[config.mk]
export PLATFORM = sky130hd
export DESIGN_NAME = mul8_seq_ctrl
export DESIGN_NICKNAME = d
export VERILOG_FILES = /design/src/rtl/mul8_seq_ctrl_pkg.sv /design/src/rtl/mult4_core.sv /design/src/rtl/mul8_seq_ctrl.sv
export SDC_FILE = /design/constraint.sdc
export NUM_CORES = 1
export LEC_CHECK = 0
export CAP_MARGIN = 20
export CORE_MARGIN = 1
export CORE_UTILIZATION = 55
export DETAILED_ROUTE_END_ITERATION = 10
export PLACE_DENSITY = 0.83
export RECOVER_POWER = 25
export REMOVE_ABC_BUFFERS = 1
export SLEW_MARGIN = 20
export SYNTH_ARGS = -nofsm -noshare
export SYNTH_HDL_FRONTEND = slang
export SYNTH_HIERARCHICAL = 1
export SYNTH_SLANG_ARGS = --single-unit
[constraint.sdc]
create_clock -name clk -period 6.95 [get_ports clk]
set_clock_uncertainty 0.1 [all_clocks]
set_input_delay 0.695 -clock clk [delete_from_list [all_inputs] [get_ports clk]]
set_output_delay 0.695 -clock clk [all_outputs]
set_load 0.01 [all_outputs]
[src/rtl/mul8_seq_ctrl_pkg.sv]
// Shared types and constants for the sequential 8x8 multiplier built around
// a single 4x4 partial-product core.
package mul8_seq_ctrl_pkg;

  localparam int OP_W   = 8;
  localparam int NIB_W  = 4;
  localparam int PROD_W = 16;
  localparam int STEPS  = 4;

  typedef enum logic [1:0] {
    IDLE = 2'd0,
    MUL  = 2'd1,
    DONE = 2'd2
  } state_t;

  typedef logic [1:0] step_t;

  localparam step_t LAST_STEP = 2'd3;

  // Left shift applied to the core result at each step: lo*lo, lo*hi, hi*lo, hi*hi.
  localparam logic [3:0] SHIFT_TBL [STEPS] = '{4'd0, 4'd4, 4'd4, 4'd8};

  // Two-bit step advance written as plain logic so the accumulator adder
  // remains the only arithmetic in the controller.
  function automatic step_t step_next(input step_t s);
    return {s[1] ^ s[0], ~s[0]};
  endfunction

endpackage

[src/rtl/mult4_core.sv]
// 4x4 unsigned array multiplier: AND-gate partial products reduced row by row
// with half/full adder cells. Purely combinational.
module mult4_core
  import mul8_seq_ctrl_pkg::*;
(
  input  logic [NIB_W-1:0]   x,
  input  logic [NIB_W-1:0]   y,
  output logic [2*NIB_W-1:0] p
);

  // Each row adds the next partial product to the running upper bits; the
  // lowest bit of every row sum is a finished product bit.
  function automatic logic [2*NIB_W-1:0] array_mul(input logic [NIB_W-1:0] fx,
                                                   input logic [NIB_W-1:0] fy);
    logic [NIB_W-1:0]   row;
    logic [NIB_W-1:0]   sum;
    logic [2*NIB_W-1:0] res;
    logic               c;
    logic               t;
    logic               pp;
    // NOTE: every local is fully assigned before it is read, so nothing here can imply storage.
    res = '0;
    sum = '0;
    for (int j = 0; j < NIB_W; j++) begin
      row[j] = fx[j] & fy[0];
    end
    res[0] = row[0];
    row    = {1'b0, row[NIB_W-1:1]};
    for (int i = 1; i < NIB_W; i++) begin
      c = 1'b0;
      for (int j = 0; j < NIB_W; j++) begin
        pp     = fx[j] & fy[i];
        t      = pp ^ row[j];
        sum[j] = t ^ c;
        c      = (pp & row[j]) | (c & t);
      end
      res[i] = sum[0];
      row    = {c, sum[NIB_W-1:1]};
    end
    res[2*NIB_W-1:NIB_W] = row;
    return res;
  endfunction

  assign p = array_mul(x, y);

endmodule

[src/rtl/mul8_seq_ctrl.sv]
// Sequential 8x8 unsigned multiplier. Accepted operands are latched and the
// four nibble products are pushed through one mult4_core over four cycles,
// accumulating into a 16-bit register that drives the product output.
// Valid/ready handshake on both sides; one operation in flight at a time.
module mul8_seq_ctrl
  import mul8_seq_ctrl_pkg::*;
#(
  parameter bit ZERO_SKIP = 1'b1
) (
  input  logic              clk,
  input  logic              rst,
  input  logic              in_valid,
  output logic              in_ready,
  input  logic [OP_W-1:0]   a,
  input  logic [OP_W-1:0]   b,
  output logic              out_valid,
  input  logic              out_ready,
  output logic [PROD_W-1:0] product,
  output logic              busy
);

  state_t              r_state;
  step_t               r_step;
  logic [OP_W-1:0]     r_a;
  logic [OP_W-1:0]     r_b;
  logic [PROD_W-1:0]   r_acc;
  logic                r_in_ready;
  logic                r_out_valid;
  logic                r_busy;

  logic [NIB_W-1:0]    w_x;
  logic [NIB_W-1:0]    w_y;
  logic [2*NIB_W-1:0]  w_core;
  logic [PROD_W-1:0]   w_shifted;
  logic [PROD_W-1:0]   w_acc_next;
  logic                w_zero_op;

  // Step bit 1 picks the multiplicand nibble, step bit 0 the multiplier nibble.
  assign w_x = r_step[1] ? r_a[OP_W-1:NIB_W] : r_a[NIB_W-1:0];
  assign w_y = r_step[0] ? r_b[OP_W-1:NIB_W] : r_b[NIB_W-1:0];

  mult4_core u_core (
    .x (w_x),
    .y (w_y),
    .p (w_core)
  );

  // Worst case sum is 0xFF*0xFF, so the 16-bit add can never overflow.
  assign w_shifted  = {{(PROD_W-2*NIB_W){1'b0}}, w_core} << SHIFT_TBL[r_step];
  assign w_acc_next = r_acc + w_shifted;
  assign w_zero_op  = (a == '0) || (b == '0);

  // Control FSM with datapath registers and registered handshake outputs.
  always_ff @(posedge clk) begin
    // NOTE: non-blocking assignments so every register sees pre-edge values of the others.
    if (rst) begin
      r_state     <= IDLE;
      r_step      <= '0;
      r_a         <= '0;
      r_b         <= '0;
      r_acc       <= '0;
      r_in_ready  <= 1'b1;
      r_out_valid <= 1'b0;
      r_busy      <= 1'b0;
    end else begin
      case (r_state)
        IDLE: begin
          if (in_valid && r_in_ready) begin
            r_a        <= a;
            r_b        <= b;
            r_acc      <= '0;
            r_step     <= '0;
            r_in_ready <= 1'b0;
            r_busy     <= 1'b1;
            if (ZERO_SKIP && w_zero_op) begin
              r_state     <= DONE;
              r_out_valid <= 1'b1;
            end else begin
              r_state <= MUL;
            end
          end
        end
        MUL: begin
          r_acc  <= w_acc_next;
          r_step <= step_next(r_step);
          if (r_step == LAST_STEP) begin
            r_state     <= DONE;
            r_out_valid <= 1'b1;
          end
        end
        DONE: begin
          if (out_ready) begin
            r_state     <= IDLE;
            r_out_valid <= 1'b0;
            r_busy      <= 1'b0;
            r_in_ready  <= 1'b1;
          end
        end
        default: begin
          r_state     <= IDLE;
          r_out_valid <= 1'b0;
          r_busy      <= 1'b0;
          r_in_ready  <= 1'b1;
        end
      endcase
    end
  end

  assign in_ready  = r_in_ready;
  assign out_valid = r_out_valid;
  assign busy      = r_busy;
  assign product   = r_acc;

endmodule

== Word level (Yosys, flattened, before mapping) ==
Index checks and enable logic that the tools add are counted.

* Output and inout port bits: 19
* Register bits after elaboration: 39
* Logic and storage cells: 121
* Input bits: 20

* Add/sub/neg operators: 1
* Multiplexer cells: 24
* Reduce and logical (&&, ||, !) cells: 11
* Equality and inequality tests: 7
* $lt $le $gt $ge: 1
* Shifts and indexed selects: 1
* Bitwise gates (word level): 68

{| class="wikitable"
|+ Operator list
! cell !! number
|-
| bitwise AND 1 bit || 36
|-
| case mux 16 bit (2 select lines) || 1
|-
| XOR 1 bit || 21
|-
| adder 16 bit || 1
|-
| zero test 8 bit || 2
|-
| 2-to-1 mux 16 bit || 1
|-
| 2-to-1 mux 4 bit || 4
|-
| << shifter 8 x 4 -> 16 bit || 1
|-
| 2-to-1 mux 2 bit || 5
|-
| case mux 1 bit (3 select lines) || 3
|-
| binary-select mux 4 bit (select 2 bit) || 1
|-
| != test 2 bit, second input constant || 4
|-
| bitwise OR 1 bit || 8
|-
| 2-to-1 mux 1 bit || 7
|-
| case mux 2 bit (3 select lines) || 1
|-
| AND reduction 3 bit || 2
|-
| equality test 2 bit, second input constant || 2
|-
| case mux 2 bit (2 select lines) || 1
|-
| AND reduction 2 bit || 2
|-
| AND reduction 4 bit || 1
|-
| >= comparator 3 bit, second input constant || 1
|-
| inverter 2 -> 3 bit || 1
|-
| equality test 2 x 1 -> 1 bit, second input constant || 1
|-
| zero test 2 bit || 1
|-
| 4 further kinds || 5
|}

== Depth between registers and ports, before layout ==
* Depth after elaboration: 20
* Mapped depth: 25
* Depth with buffers taken out: 25

== Hierarchy ==
The synthesis kept the hierarchy.

{| class="wikitable"
|+ Modules (own cells, without submodules)
! module !! area each (µm²) !! cells each !! sequential area each (µm²) !! times used
|-
| mul8_seq_ctrl || 2443.6 || 311 || 780.7 || 1
|-
| mult4_core || 337.8 || 40 || 0.0 || 1
|}

== Least setup slack after synthesis ==
No wires, ideal clock.

* Path type: flip-flop to flip-flop
* Start: register r_step[0]
* End: register r_acc[15] (netlist: product[15])
* Cell stages (with the launch flop): 23
* Data arrival time: 5.512 ns
* Slack: 1.216 ns
* Setup time: 0.122 ns
* Data required time: 6.728 ns
* Path through: dfxtp_1 > mux2_2 > and2_1 > ha_1 > inv_1 > fa_1 > fa_1 > fa_1 > fa_1 > inv_1 > fa_1 > inv_1 > fa_1 > inv_1 > fa_1 > a22o_1 > ha_1 > a21oi_1 > o21ai_0 > a221o_1 > a41oi_2 > xnor2_1 > o21ai_2

* Elaborated cells on any way between the ends: 72
* Classes of those cells: add/sub: 1; shift: 1; mux: 5; bitwise: 65

{| class="wikitable"
|+ RTL lines
! what !! line !! source
|-
| from (decl) || mul8_seq_ctrl.sv:23 || <nowiki>step_t r_step;</nowiki>
|-
| from (signal assigned) || mul8_seq_ctrl.sv:85 || <nowiki>r_step <= step_next(r_step);</nowiki>
|-
| 2-to-1 mux 4 bit (*) || mul8_seq_ctrl.sv:40 || <nowiki>assign w_y = r_step[0] ? r_b[OP_W-1:NIB_W] : r_b[NIB_W-1:0];</nowiki>
|-
| named net w_y[0] || mul8_seq_ctrl.sv:32 || <nowiki>logic [NIB_W-1:0] w_y;</nowiki>
|-
| bitwise AND 1 bit || mult4_core.sv:25 || <nowiki>row[j] = fx[j] & fy[0];</nowiki>
|-
| bitwise AND 1 bit / XOR 1 bit (equally long branches) || mult4_core.sv:35, mult4_core.sv:33 ||
|-
| bitwise AND 1 bit || mult4_core.sv:35 || <nowiki>c = (pp & row[j]) | (c & t);</nowiki>
|-
| bitwise OR 1 bit || mult4_core.sv:35 ||
|-
| bitwise AND 1 bit / XOR 1 bit (equally long branches) || mult4_core.sv:35, mult4_core.sv:34 ||
|-
| bitwise OR 1 bit / XOR 1 bit (equally long branches) || mult4_core.sv:35, mult4_core.sv:33 ||
|-
| (+5 left out) || -- ||
|-
| bitwise OR 1 bit / XOR 1 bit (equally long branches) || mult4_core.sv:35, mult4_core.sv:33 ||
|-
| bitwise AND 1 bit || mult4_core.sv:35 ||
|-
| bitwise OR 1 bit || mult4_core.sv:35 ||
|-
| XOR 1 bit (*) || mult4_core.sv:34 || <nowiki>sum[j] = t ^ c;</nowiki>
|-
| named net w_core[6] || mul8_seq_ctrl.sv:33 || <nowiki>logic [2*NIB_W-1:0] w_core;</nowiki>
|-
| << shifter 8 x 4 -> 16 bit (*) || mul8_seq_ctrl.sv:49 || <nowiki>assign w_shifted = {{(PROD_W-2*NIB_W){1'b0}}, w_core} << SHIFT_TBL[r_step];</nowiki>
|-
| adder 16 bit (*) || mul8_seq_ctrl.sv:50 || <nowiki>assign w_acc_next = r_acc + w_shifted;</nowiki>
|-
| case mux 16 bit (2 select lines) (*) || mul8_seq_ctrl.sv:66 || <nowiki>case (r_state)</nowiki>
|-
| to (signal assigned) || mul8_seq_ctrl.sv:84 || <nowiki>r_acc <= w_acc_next;</nowiki>
|-
| to (decl) || mul8_seq_ctrl.sv:26 || <nowiki>logic [PROD_W-1:0] r_acc;</nowiki>
|}

Mark *: on every way through the listed nets, which the timed path passes. The rest lies on a longest branch. The select of a mux whose other input is x is not followed.
A chain may end at the register's enable or synchronous reset.

== Worst setup path in the final report ==
Same ends and word-level chain as after synthesis.

==> run summary <==
Peak supply drop: 0.176 mV
Synth Instances: 351
Power Density: 164 mW/mm²
Inst Count DP: 445
CP Cell Sequence: mux2_2, and2_1, ha_1, inv_1, fa_1, fa_1, fa_1, fa_1, inv_1, fa_1, inv_1, fa_1, inv_1, fa_1, a22o_1, ha_1, a21oi_1, o21ai_0, a221o_1, a41oi_2, xnor2_1, o21ai_2
Syn Area/Cell: 7.92 µm²
Post-synth ARST share: 0%
Pint: 0.000364 W
IO Pins: 39
Combinational Power Share: 23.8%
Clock power frac: 29.1%
Die X-Extent: 73.1 µm
WL/cell: 13.7 µm
Commonest non-fill, non-tap cell in the layout: nand2_1
Post-route ant nets: 0
Sequential cell area: 781 µm²
Multi-input logic area: 0.00186 mm²
Synth cell types: 46
#FFs+latches synth: 39
Highest routed metal layer: met4
TritonRoute pass-1 iters: 5
Slowest stage delay, CP: 540 ps
Crit path kind: flip-flop to flip-flop
Die height: 73.1 µm
Status: complete, no violations
HPWL after detailed placement: 4.89 mm
Fill cell count: 427
R2R Path Start: r_step[0]$_SDFFE_PP0P_
Final Hold Fails: 0
Clock tree from TritonCTS: yes
Postcts setup bufs: 0
Maximum clock frequency: 0.162 GHz
Post-synth EDFFs: 0
Die ar.: 0.00535 mm²
Clk buf depth: 2
Setup tns final: 0 ps
Flop pwr share: 47.1%
Clock slew at reported path FFs: 80 ps
Seq/Total Area, Yosys: 28.1%
I/O Buffers: 38
Worst EP required: 7040 ps
Post-route non-filler standard cell count: 453
Met2 Wirelength: 3.02 mm
CP arrival: 6270 ps
Setup-failing EPs final: 0
Most frequent cells in the layout: nand2_1, dfxtp_1, a21oi_1, nor2_1, clkdlybuf4s50_1
Via-to-Cell Ratio: 5.64
P_sw: 0.000178 W
Main synth FF type: dfxtp_1
CP delay by family, top: adder cells
Max-slew violations: 0
H-tree levels: 2
Initial Util: 58.1%
Max Cap Violations: 0
Min Clock Period, post-route: 6180 ps
DRT Wirelength: 6.21 mm
Global-route wire length before repair: 10.6 mm
CTS Sinks: 39
Largest net degree at the start of global routing: 33
Vias: 2557
Synthesis-to-layout area growth: 18.4%
Core Area: 0.00479 mm²
CP max stage cell: fa_1
RSZ-0062 raised after global routing: false
Syn Std Cell Area: 0.00278 mm²
CP endpoint kind: flip-flop
CTS root buf: clkbuf_8
Num CTS Buffers: 5
Share of cells above drive strength 1: 5.96%
Overflow after GRT: 0
Worst Max-Slew Pin Slew: 966 ps
Final #Nets: 435
Total global-route track usage: 25.7%
Yosys warns: 6
Met3 wire len: 272 µm
Slew HR: 35.2%
Crit-path most repeated cell: fa_1
ANT cells: 0
Sw Share: 32.9%
Final critical-path share of the clock period: 88.9%
Wl on met1: 2.83 mm
Buf/Inv on CP: 4
Hold Crit Class: flip-flop to flip-flop
DR iter-0 viols: 149
Remaining DRCs: 0
Number of global-route vias before repair: 2296
Initial antenna violation count: 0
Clock latency at the later pin of the worst-skew pair: 300 ps
Worst hold start: r_b[5]$_SDFFE_PP0P_
Leak pwr: 1.38 nW
CTS hold repair buffers: 0
Crit path launch type: flip-flop
CP max FO: 8
FP Rows: 25
Post-CTS sizing: 0
Routability Congestion: 0.896
Critical path launch point: r_step[0]$_SDFFE_PP0P_
state kept, by name, summed over array words and instances (netlist names):
| register | flops |
|---|---|
| busy | 1 |
| out_valid | 1 |
| product | 16 |
| r_a | 8 |
| in_ready | 1 |
| r_step | 2 |
| r_state | 2 |
| r_b | 8 |
power groups by stage:
| stage | Sequential, W | Clock (W) | Combinational, W |
|---|---|---|---|
| final | 0.000255 | 0.000158 | 0.000129 |
| after global routing | 0.000257 | 0.000172 | 0.000145 |
| after CTS | 0.000255 | 0.000163 | 0.000131 |
| after detailed placement | 0.000260 | 0 | 0.000130 |
| after global placement | 0.000260 | 0 | 0.000127 |
| after floorplan | 0.000258 | 0 | 0.0000832 |
cell type report:
cell class / count / share of cell area [%]
flip-flops and latches: 39 / 23.7
clock inverters: 3 / 0.608
well taps: 67 / 2.54
clock buffers: 5 / 2.09
multi-input cells: 276 / 56.6
repair buffers: 39 / 11.8
inverters: 24 / 2.73
final timing paths:
path | end | depth (start not counted) | slack [ps]
max | product[15]$_SDFFE_PP0P_ | 22 | 770
min | r_b[5]$_SDFFE_PP0P_ | 2 | 360
max reg2reg | product[15]$_SDFFE_PP0P_ | 22 | 770
min reg2reg | r_b[5]$_SDFFE_PP0P_ | 2 | 360
worst register-to-register path: stages (launching register included):
cell     delay [ps]
dfxtp_1         510
mux2_2          260
and2_1          130
ha_1            140
inv_1            50
fa_1            450
fa_1            510
fa_1            440
fa_1            540
inv_1            50
fa_1            380
inv_1           100
fa_1            170
inv_1            60
fa_1            490
a22o_1          210
ha_1            350
a21oi_1         190
o21ai_0         170
a221o_1         360
a41oi_2         200
xnor2_1         160
o21ai_2          60
synth_stat cells (3+ instances only):
cell type	n	area (µm²)
nand2_1	58	218
dfxtp_1	39	781
a21oi_1	38	190
nor2_1	26	97.6
inv_1	24	90.1
ha_1	21	263
o21ai_0	16	80.1
and2_1	12	75.1
clkbuf_1	10	37.5
fa_1	9	180
mux2_2	8	90.1
nor2b_1	8	50.1
nand2b_1	7	43.8
nor3_1	6	30.0
o21bai_1	6	45.0
xnor2_1	6	52.6
a22o_1	5	43.8
mux2i_1	4	40.0
nor4_1	4	25.0
xor2_1	4	35.0
a211oi_1	3	22.5
a22oi_1	3	22.5
o31ai_1	3	22.5
routing by layer:
metal	up-vias	track usage (%)
met5	-	0
li1	1283	-
met4	0	7.19
met1	1189	31.9
met3	8	4.70
met2	77	45.2
kinds of logic after synthesis:
| logic type | share of synthesized area (%) |
|---|---|
| compound gates | 21.1 |
| xor+xnor | 3.15 |
| fa+ha+maj | 15.9 |
| buf+inv | 4.95 |
| flops | 28.1 |
| mux | 4.68 |
| simple gates | 22.2 |
metrics by stage:
stage	cell area [µm²]	utilization [%]	setup slack, ps	hold WS [ps]	total power, W
3_3_place_gp	3210	67.0	874	343	0.000386
2_1_floorplan	2730	-	1220	327	0.000342
5_1_grt	3290	68.8	416	376	0.000574
3_5_place_dp	3210	67.0	772	347	0.000390
6_report	3290	68.8	770	358	0.000542
4_1_cts	3290	68.8	760	359	0.000549
Power figures use the tool's default switching activity.
